$ cat src/rtl/pipe_hazard_ctrl.sv
// pipe_hazard_ctrl: stall/flush sequencer for the 5-stage LEGv8 pipeline (load-use, memory wait with timeout, MEM-stage branch).
// Optional perf counters enabled by defining PIPE_HAZARD_PERF_EN.
module pipe_hazard_ctrl #(
  parameter logic [4:0] XZR_IDX     = 5'd31,
  parameter int         MEM_TIMEOUT = 255,
  parameter int         TO_W        = 16
) (
  input  logic        clock,
  input  logic        reset,
  input  logic        id_valid,
  input  logic [4:0]  id_rs1,
  input  logic [4:0]  id_rs2,
  input  logic        ex_memRead,
  input  logic [4:0]  ex_rd,
  input  logic        mem_access,
  input  logic        mem_ready,
  input  logic        mem_branch_taken,
  output logic        pc_en,
  output logic        pc_sel_branch,
  output logic        if_id_en,
  output logic        id_ex_en,
  output logic        ex_mem_en,
  output logic        mem_wb_en,
  output logic        if_id_flush,
  output logic        id_ex_flush,
  output logic        ex_mem_flush,
  output logic        mem_wb_flush,
  output logic        halted,
  output logic [31:0] stall_cycles,
  output logic [31:0] flush_count
);
  typedef enum logic [1:0] {RUN, MEM_WAIT, HALT} state_e;
  state_e state_q, state_d;
  logic [TO_W-1:0] wait_cnt_q, wait_cnt_d;
  logic mem_wait, load_use;
  assign mem_wait = (state_q != HALT) && mem_access && !mem_ready;
  assign load_use = id_valid && ex_memRead && (ex_rd != XZR_IDX) && (ex_rd == id_rs1 || ex_rd == id_rs2);
  always_comb begin
    state_d       = state_q;
    wait_cnt_d    = wait_cnt_q;
    pc_en         = 1'b1;
    pc_sel_branch = 1'b0;
    if_id_en      = 1'b1;
    id_ex_en      = 1'b1;
    ex_mem_en     = 1'b1;
    mem_wb_en     = 1'b1;
    if_id_flush   = 1'b0;
    id_ex_flush   = 1'b0;
    ex_mem_flush  = 1'b0;
    mem_wb_flush  = 1'b0;
    halted        = 1'b0;
    if (reset) begin
      pc_en        = 1'b0;
      if_id_flush  = 1'b1;
      id_ex_flush  = 1'b1;
      ex_mem_flush = 1'b1;
      mem_wb_flush = 1'b1;
    end else if (state_q == HALT) begin
      pc_en     = 1'b0;
      if_id_en  = 1'b0;
      id_ex_en  = 1'b0;
      ex_mem_en = 1'b0;
      mem_wb_en = 1'b0;
      halted    = 1'b1;
    end else if (mem_wait) begin
      pc_en        = 1'b0;
      if_id_en     = 1'b0;
      id_ex_en     = 1'b0;
      ex_mem_en    = 1'b0;
      mem_wb_flush = 1'b1;
      wait_cnt_d   = wait_cnt_q + TO_W'(1);
      state_d      = (wait_cnt_q == TO_W'(MEM_TIMEOUT - 1)) ? HALT : MEM_WAIT;
    end else begin
      state_d    = RUN;
      wait_cnt_d = '0;
      if (mem_branch_taken) begin
        pc_sel_branch = 1'b1;
        if_id_flush   = 1'b1;
        id_ex_flush   = 1'b1;
        ex_mem_flush  = 1'b1;
      end else if (load_use) begin
        pc_en       = 1'b0;
        if_id_en    = 1'b0;
        id_ex_flush = 1'b1;
      end
    end
  end
  always_ff @(posedge clock) begin
    if (reset) begin
      state_q    <= RUN;
      wait_cnt_q <= '0;
    end else begin
      state_q    <= state_d;
      wait_cnt_q <= wait_cnt_d;
    end
  end
`ifdef PIPE_HAZARD_PERF_EN
  logic [31:0] stall_q, flush_q;
  always_ff @(posedge clock) begin
    if (reset) begin
      stall_q <= '0;
      flush_q <= '0;
    end else begin
      stall_q <= stall_q + 32'(!pc_en);
      flush_q <= flush_q + 32'(pc_sel_branch);
    end
  end
  assign stall_cycles = stall_q;
  assign flush_count  = flush_q;
`else
  assign stall_cycles = 32'd0;
  assign flush_count  = 32'd0;
`endif
endmodule

$ cat config.mk
export PLATFORM = sky130hd
export DESIGN_NAME = pipe_hazard_ctrl
export DESIGN_NICKNAME = d
export VERILOG_FILES = /design/src/rtl/pipe_hazard_ctrl.sv
export SDC_FILE = /design/constraint.sdc
export NUM_CORES = 1
export LEC_CHECK = 0
export CAP_MARGIN = 25
export CORE_MARGIN = 8
export CORE_UTILIZATION = 30
export CTS_CLUSTER_SIZE = 25
export DETAILED_ROUTE_END_ITERATION = 12
export PLACE_DENSITY_LB_ADDON = 0.25
export SKIP_CTS_REPAIR_TIMING = 1
export SLEW_MARGIN = 20
export SYNTH_ARGS = -nofsm -noshare
export SYNTH_HDL_FRONTEND = slang
export SYNTH_SLANG_ARGS = --single-unit
$ cat constraint.sdc
create_clock -name clock -period 1.85 [get_ports clock]
set_clock_uncertainty 0.05 [all_clocks]
set_input_delay 0.37 -clock clock [delete_from_list [all_inputs] [get_ports clock]]
set_output_delay 0.37 -clock clock [all_outputs]
set_load 0.05 [all_outputs]
# [Yosys cells after proc, flatten, opt, wreduce, memory -nomap -nowiden]
# Index checks and enable logic that the tools add are counted.
[word_totals] output_inout_bits=75 input_bits=22 word_cells=45 reg_bits=18
[op_classes] n_eq_ne=6 n_reduce_logical=7 add_sub_neg=1 mux=29
[ops] op="$mux 1" n=26
[ops] op="$add 16x1->16 const B" n=1
[ops] op="$eq 16x8->1 const B" n=1
[ops] op="$mux 16" n=1
[ops] op="$eq 5x5->1" n=2
[ops] op="$logic_and 1x1->1" n=5
[ops] op="$ne 5x5->1 const B" n=1
[ops] op="$mux 2" n=2
[ops] op="$eq 2x2->1 const B" n=1
[ops] op="$ne 2x2->1 const B" n=1
[ops] op="$logic_not 1->1" n=1
[ops] op="$logic_or 1x1->1" n=1

# [Logic depth before layout (Yosys ltp)]
# Gate-level depths: netlist (run 1).
[logic_depth] ltp_word=8 mapped_depth=6 mapped_depth_nobuf=5

# [Worst setup path after synthesis (run 1)]
# OpenSTA, ideal clock, no wires.
[synth_path] path_type="input -> output" start="input mem_ready" end="output if_id_en" path_buffers=1 required_time_ns=1.430 cell_stages=5 arrival_ns=2.538 setup_slack_ns=-1.108 path_cell_list="nand2b_1 -> clkbuf_1 -> nand2b_1 -> nand2b_1 -> a21boi_0"
[synth_via] elab_chain_len=5
[synth_rtl] element="from (decl)" line="16" source="input logic mem_ready,"
[synth_rtl] element="$logic_not 1->1" line="36" source="assign mem_wait = (state_q != HALT) && mem_access && !mem_ready;"
[synth_rtl] element="$logic_and 1x1->1" line="36"
[synth_rtl] element="$mux 1" line="65" source="end else if (mem_wait) begin"
[synth_rtl] element="$mux 1" line="58" source="end else if (state_q == HALT) begin"
[synth_rtl] element="$mux 1" line="52" source="if (reset) begin"
[synth_rtl] element="to (decl)" line="20" source="output logic if_id_en,"
# Every way passes these cells.

# [Worst setup path after layout (run 1)]
[layout_path] start="input ex_rd[2]" end="output pc_en"
[layout_via] elab_chain_len=8 elab_cells_between_ends=11 classes_between="eq/ne: 3; mux: 5; reduce/logical: 3"
[layout_rtl] element="from (decl)" line="14" source="input logic [4:0] ex_rd,"
[layout_rtl] element="$ne 5x5->1 or $eq 5x5->1 (tied branches)" line="37" source="assign load_use = id_valid && ex_memRead && (ex_rd != XZR_IDX) && (ex_rd == id_rs1 || ex_rd == id_rs2);"
[layout_rtl] element="$logic_and 1x1->1 or $logic_or 1x1->1 (tied branches)" line="37"
[layout_rtl] element="$logic_and 1x1->1 (*)" line="37"
[layout_rtl] element="$mux 1 (*)" line="81" source="end else if (load_use) begin"
[layout_rtl] element="$mux 1 (*)" line="76" source="if (mem_branch_taken) begin"
[layout_rtl] element="$mux 1 (*)" line="65"
[layout_rtl] element="$mux 1 (*)" line="58"
[layout_rtl] element="$mux 1 (*)" line="52"
[layout_rtl] element="to (decl)" line="18" source="output logic pc_en,"
# Every way passes the cells marked *; elsewhere a longest branch is shown, timed or not.

==> run summary, run 1 <==
Status -> finished with violations
Failing checks -> setup timing
CTS tree -> built
Period utilization -> 1.02
Core Footprint -> 5370 µm²
Final core utilization -> 0.434
Post-Layout Cell Count -> 343
Initial Util -> 0.303
H-tree lvl count -> 1
#FFs+latches synth -> 18
Clock slew at the register clock pins of the worst setup and hold paths -> 0.08 ns
Fill cells -> 541
RSZ-0062 raised after global routing -> true
Clk sinks -> 18
DR iter-0 viols -> 38
Most common cell after layout, fill and taps aside -> conb_1
Die height -> 89.7 µm
Total power -> 1.29 mW
CTS Root Cell -> clkbuf_8
Highest metal used -> met4
Routed vias -> 1,474
First-pass GRT wire length -> 6.58 mm
Wirelength per Cell -> 13.0 µm
Drt pass-1 iters -> 4
Hold WC Path Type -> reg2reg
Initial antenna violation count -> 0
PD cells -> 552 nW/µm²
Largest net degree at the start of global routing -> 15
CP Class -> in2out
Top FF cell, synth -> dfxtp_1
Grt total ovfl -> 0
Max-cap viol count -> 0
P_leak -> 1.15 nW
CP required -> 1.43 ns
Critical path, cell by cell -> clkbuf_2 > buf_6 > xnor2_2 > nand3_1 > o22ai_1 > buf_4 > a211oi_4 > buf_12
Worst VDD drop -> 245 µV
Minimum clock period -> 1.89 ns
Crit path DAT -> 1.47 ns
Row cnt -> 27
Yosys top cell by area -> buf_4
Leading cell types in the layout, fill and taps excluded -> 64 x conb_1, 21 x buf_4, 16 x nand3_1, 16 x dlymetal6s2s_1
Drt drc -> 0
Diodes inserted -> 0
Max Clock Freq -> 0.529 GHz
Number of enable flip-flop cells after synthesis -> 0
Met2 Routed Length -> 2.33 mm
Unique masters post-synth -> 34
GRT Overall Usage -> 0.103
PnR worst setup slack -> -0.0387 ns
Final hold vios -> 0
Setup crit end kind -> output port
Post-DP HPWL -> 3.55 mm
CTS Buf Count -> 3
Crit Path Max Fanout -> 3
PortBufs -> 32
Crit start category -> input pin
Syn Inst Count -> 217
Post-synth design cell area -> 1630 µm²
Clock Tree Buf Depth -> 2
Die X-Extent -> 89.7 µm
Syn-to-layout area delta -> 43.1%
Vias per inst -> 4.30
Die area -> 8040 µm²
# IOs -> 97
Yosys warnings -> 0
Setup total negative slack -> -0.0387 ns
Max stage delay on crit path -> 0.27 ns
Cell Area, Placed -> 2120 µm²
Vias in the first global route -> 1,384
Synth Area per Inst -> 7.51 µm²
Yosys top cell area share -> 0.304
M1 WL -> 1.88 mm
Antenna viol nets, final -> 0
GP Congestion -> 0.822
Sequential area share after synthesis -> 0.221
Finish-stage setup viols -> 1
Clock Latency Late Sink -> 0.26 ns
Layout cell share with drive strength beyond 1 -> 0.262
Fin area -> 2330 µm²
Total placed cells including tap cells -> 334
Metal3 WL -> 230 µm
Final #Nets -> 296
Ranking of synthesized cells by area -> buf_4 30%, dfxtp_1 22%, xnor2_1 5.4%, nand3_1 4.9%, nand2_1 3.5%
Drt total wl -> 4.47 mm
Crit-path slowest cell -> a211oi_4
Slew Limit Fails -> 0
Ys async rst share -> 0
## cell usage after synthesis, drive strengths merged, types with 2 or more instances
master,number
o211ai,5
nand2,15
nor3,4
xnor2,10
nand4,4
nor2,5
nor2b,2
clkbuf,7
or3,4
inv,7
nor4,5
o21bai,2
a211oi,2
dfxtp,18
or4,6
nand3,16
a21oi,8
o21ai,11
ha,2
nand2b,4
buf,66
and3,2
o22ai,2
## flip-flops by register name (all words and copies together), names as in the netlist
name,count
state_q,2
wait_cnt_q,16
## power breakdown
part	total, mW	leakage (nW)	internal [mW]	switching, mW
sequential	0.392	0.147	0.390	0.00231
clock	0.335	0.0288	0.189	0.146
combinational	0.559	0.974	0.147	0.411
## stage by stage
stage          hold WS, ns  worst slack, ns
2_1_floorplan        0.404         -0.00806
5_1_grt              0.486          -0.0804
3_5_place_dp         0.450           -0.362
4_1_cts              0.461           -0.368
6_report             0.466          -0.0387
3_3_place_gp         0.437           -0.365
## routing by layer
metal | vias up | global-route usage
li1 | 727 | -
met1 | 695 | 0.130
met2 | 50 | 0.180
met3 | 2 | 0.0100
met4 | 0 | 0.0272
met5 | - | 0
## worst max-delay path: cells and delay by family
kind,cells,cell delay [ns]
buffers and inverters,4,0.55
AND/OR/NAND/NOR,1,0.07
XOR/XNOR,1,0.13
AO/OA/AOI/OAI,2,0.35
## worst paths after layout
check,from,to,slack (ns),cells past startpoint
setup reg to reg,wait_cnt_q[10],wait_cnt_q[13],0.07,4
hold reg to reg,wait_cnt_q[1],wait_cnt_q[1],0.47,2
hold / removal,wait_cnt_q[1],wait_cnt_q[1],0.47,2
setup / recovery,ex_rd[2],pc_en,-0.04,8
## final cells by class
class,count,area [µm²],share of cell area
Inverter,7,26.3,0.0113
Tap cell,72,90.1,0.0386
Clock buffer,4,55.1,0.0236
Sequential cell,18,364,0.156
Timing Repair Buffer,60,697,0.299
Multi-Input combinational cell,182,1100,0.471
## cell families (layout without fill, tap and decap cells)
logic type               after synthesis  after routing  share of synthesized area
AND/OR/NAND/NOR                       70             70                      0.234
flip-flops                            18             18                      0.221
adder cells (fa/ha/maj)                2              2                     0.0154
XOR/XNOR                              10             10                     0.0538
buffers and inverters                 80             71                      0.336
other                                  1             64                    0.00230
AO/OA/AOI/OAI                         36             36                      0.137
(Power assumes the default switching activity.)
==> run 2: changes to the inputs <==
--- a/config.mk
+++ b/config.mk
@@ -5,7 +5,7 @@
 export SDC_FILE = /design/constraint.sdc
 export NUM_CORES = 1
 export LEC_CHECK = 0
-export CAP_MARGIN = 25
+export CAP_MARGIN = 20
 export CORE_MARGIN = 8
 export CORE_UTILIZATION = 30
 export CTS_CLUSTER_SIZE = 25
==> results of run 2 <==
Final layout, timing and power as in run 1 (identical DEF).
==> run 3: changes to the inputs <==
--- a/config.mk
+++ b/config.mk
@@ -10,7 +10,8 @@
 export CORE_UTILIZATION = 30
 export CTS_CLUSTER_SIZE = 25
 export DETAILED_ROUTE_END_ITERATION = 12
-export PLACE_DENSITY_LB_ADDON = 0.25
+export MAX_ROUTING_LAYER = met4
+export PLACE_DENSITY = 0.76
 export SKIP_CTS_REPAIR_TIMING = 1
 export SLEW_MARGIN = 20
 export SYNTH_ARGS = -nofsm -noshare
==> run 3 against run 2 <==
  * The run still ends with setup timing left
  * Flip-flop and latch count stayed put
  * Routed wire length is 1.6% lower
  * Sequential power hardly changed
  * Utilization is 0.65 points lower
  * Highest routed layer unchanged
==> run summary, run 3 (synthesis gave the netlist of run 1 again) <==
P_leak -> 1.12 nW (-2.5%)
Drt total wl -> 4.39 mm (-1.6%)
Slew Limit Fails -> 0 (unchanged)
Worst VDD drop -> 215 µV (-12%)
CP required -> 1.43 ns (about the same)
Max-cap viol count -> 0 (unchanged)
PD cells -> 554 nW/µm² (+0.41%)
Leading cell types in the layout, fill and taps excluded -> 64 x conb_1, 21 x buf_4, 16 x nand3_1, 16 x dlymetal6s2s_1, 16 x dfxtp_1
Fin area -> 2300 µm² (-1.5%)
Failing checks -> setup timing
CTS tree -> built
Core Footprint -> 5370 µm² (unchanged)
Vias per inst -> 4.31 (+0.29%)
Minimum clock period -> 1.92 ns (+0.0278 ns)
Clock share of power -> 0.259 (-0.002)
Seq pwr share -> 0.308 (+0.003)
Cell Area, Placed -> 2140 µm² (+0.95%)
Fill cells -> 517 (-4.4%)
Initial antenna violation count -> 0 (unchanged)
Max FFs per register -> 16 (unchanged)
Row cnt -> 27 (unchanged)
Diodes inserted -> 0 (unchanged)
Status -> finished with violations
Clock Latency Late Sink -> 0.26 ns (about the same)
Internal power -> 720 µW (-0.83%)
Layout cell share with drive strength beyond 1 -> 0.244 (-0.0175)
Crit Path Max Fanout -> 3 (unchanged)
CTS Root Cell -> clkbuf_8
Switch share -> 0.434 (-0.00152)
Vias in the first global route -> 1,481 (+7.0%)
CP Class -> in2out
Wirelength per Cell -> 12.8 µm (-1.3%)
GP Congestion -> 0.850 (+3.4%)
Final hold slack -> 0.457 ns (-0.00860 ns)
Area of the multi-input gates -> 1070 µm² (-2.8%)
DR iter-0 viols -> 84 (+120%)
Post-DP HPWL -> 3.57 mm (+0.63%)
Die height -> 89.7 µm (unchanged)
GRT Overall Usage -> 0.106 (+0.00327)
Initial Util -> 0.303 (unchanged)
Grt total ovfl -> 0 (unchanged)
Most common cell after layout, fill and taps aside -> conb_1
RSZ-0062 raised after global routing -> true
Clock slew at the register clock pins of the worst setup and hold paths -> 0.07 ns (about the same)
Final hold vios -> 0 (unchanged)
Most flops, register -> wait_cnt_q
Antenna viol nets, final -> 0 (unchanged)
Drt drc -> 0 (unchanged)
Final #Nets -> 295 (-0.34%)
Switching power -> 551 µW (-1.4%)
Drt pass-1 iters -> 4 (unchanged)
Routed vias -> 1,474 (unchanged)
Finish-stage setup viols -> 1 (unchanged)
Die area -> 8040 µm² (unchanged)
Hold WC Path Type -> reg2reg
Period utilization -> 1.04 (+0.0150)
Largest net degree at the start of global routing -> 14 (-1)
First-pass GRT wire length -> 6.64 mm (+0.94%)
PortBufs -> 32 (unchanged)
Biggest regs -> wait_cnt_q: 16 flops, state_q: 2 flops
# IOs -> 97 (unchanged)
Crit start category -> input pin
Clk sinks -> 18 (unchanged)
Syn-to-layout area delta -> 40.9%
Max Clock Freq -> 0.522 GHz (-1.4%)
Setup crit end kind -> output port
CTS Buf Count -> 3 (unchanged)
Crit path DAT -> 1.50 ns (+0.03 ns)
Clock Tree Buf Depth -> 2 (unchanged)
Setup WS pre-CTS -> -0.418 ns (-0.0561 ns)
Reg area -> 363 µm² (-0.34%)
Logic pwr share -> 0.433 (-0.002)
Die X-Extent -> 89.7 µm (unchanged)
Setup total negative slack -> -0.0665 ns (-0.0278 ns)
PnR worst setup slack -> -0.0665 ns (-0.0278 ns)
H-tree lvl count -> 1 (unchanged)
## run 3: changes by cell type in the layout (fill, tap and decap cells not counted), sizes merged
cell and change:
clkbuf +2, buf -3
## run 3: power by group through the flow
stage | clock (mW) | sequential [mW] | combinational (mW)
after floorplan | 0 | 0.400 | 0.504
after global placement | 0 | 0.400 | 0.533
after detailed placement | 0 | 0.400 | 0.538
after CTS | 0.333 | 0.391 | 0.539
after global routing | 0.351 | 0.392 | 0.573
final | 0.329 | 0.392 | 0.550
## run 3: routing by layer
layer	wire [µm]	global-route usage
met1	1670	0.111
met5	0	-
met2	2480	0.201
met3	221	0.0218
met4	27	0.0211
## run 3: final timing paths
check                                      end  slack, ns          start  depth (start not counted)
worst min register to register   wait_cnt_q[1]       0.46  wait_cnt_q[1]                          2
worst max-delay path                     pc_en      -0.07       ex_rd[1]                          8
worst min-delay path             wait_cnt_q[1]       0.46  wait_cnt_q[1]                          2
worst max register to register  wait_cnt_q[13]       0.09  wait_cnt_q[5]                          4
## run 3: critical path: stages
cell	delay [ns]
clkbuf_2	0.10
buf_6	0.12
xnor2_1	0.12
nand2_1	0.08
o22ai_1	0.09
buf_4	0.16
a211oi_4	0.28
buf_12	0.17
## run 3: cell type report
cell class | instances | share of cell area
inverters | 7 | 0.0114
repair buffers | 59 | 0.302
multi-input cells | 182 | 0.465
flip-flops and latches | 18 | 0.158
clock buffers | 4 | 0.0240
well taps | 72 | 0.0392
## run 3: stage by stage
step	total power, mW	utilization	cells
6_report	1.27	0.427	342
5_1_grt	1.32	0.427	342
4_1_cts	1.26	0.408	339
3_5_place_dp	0.938	0.398	335
3_3_place_gp	0.933	0.398	335
2_1_floorplan	0.904	-	280
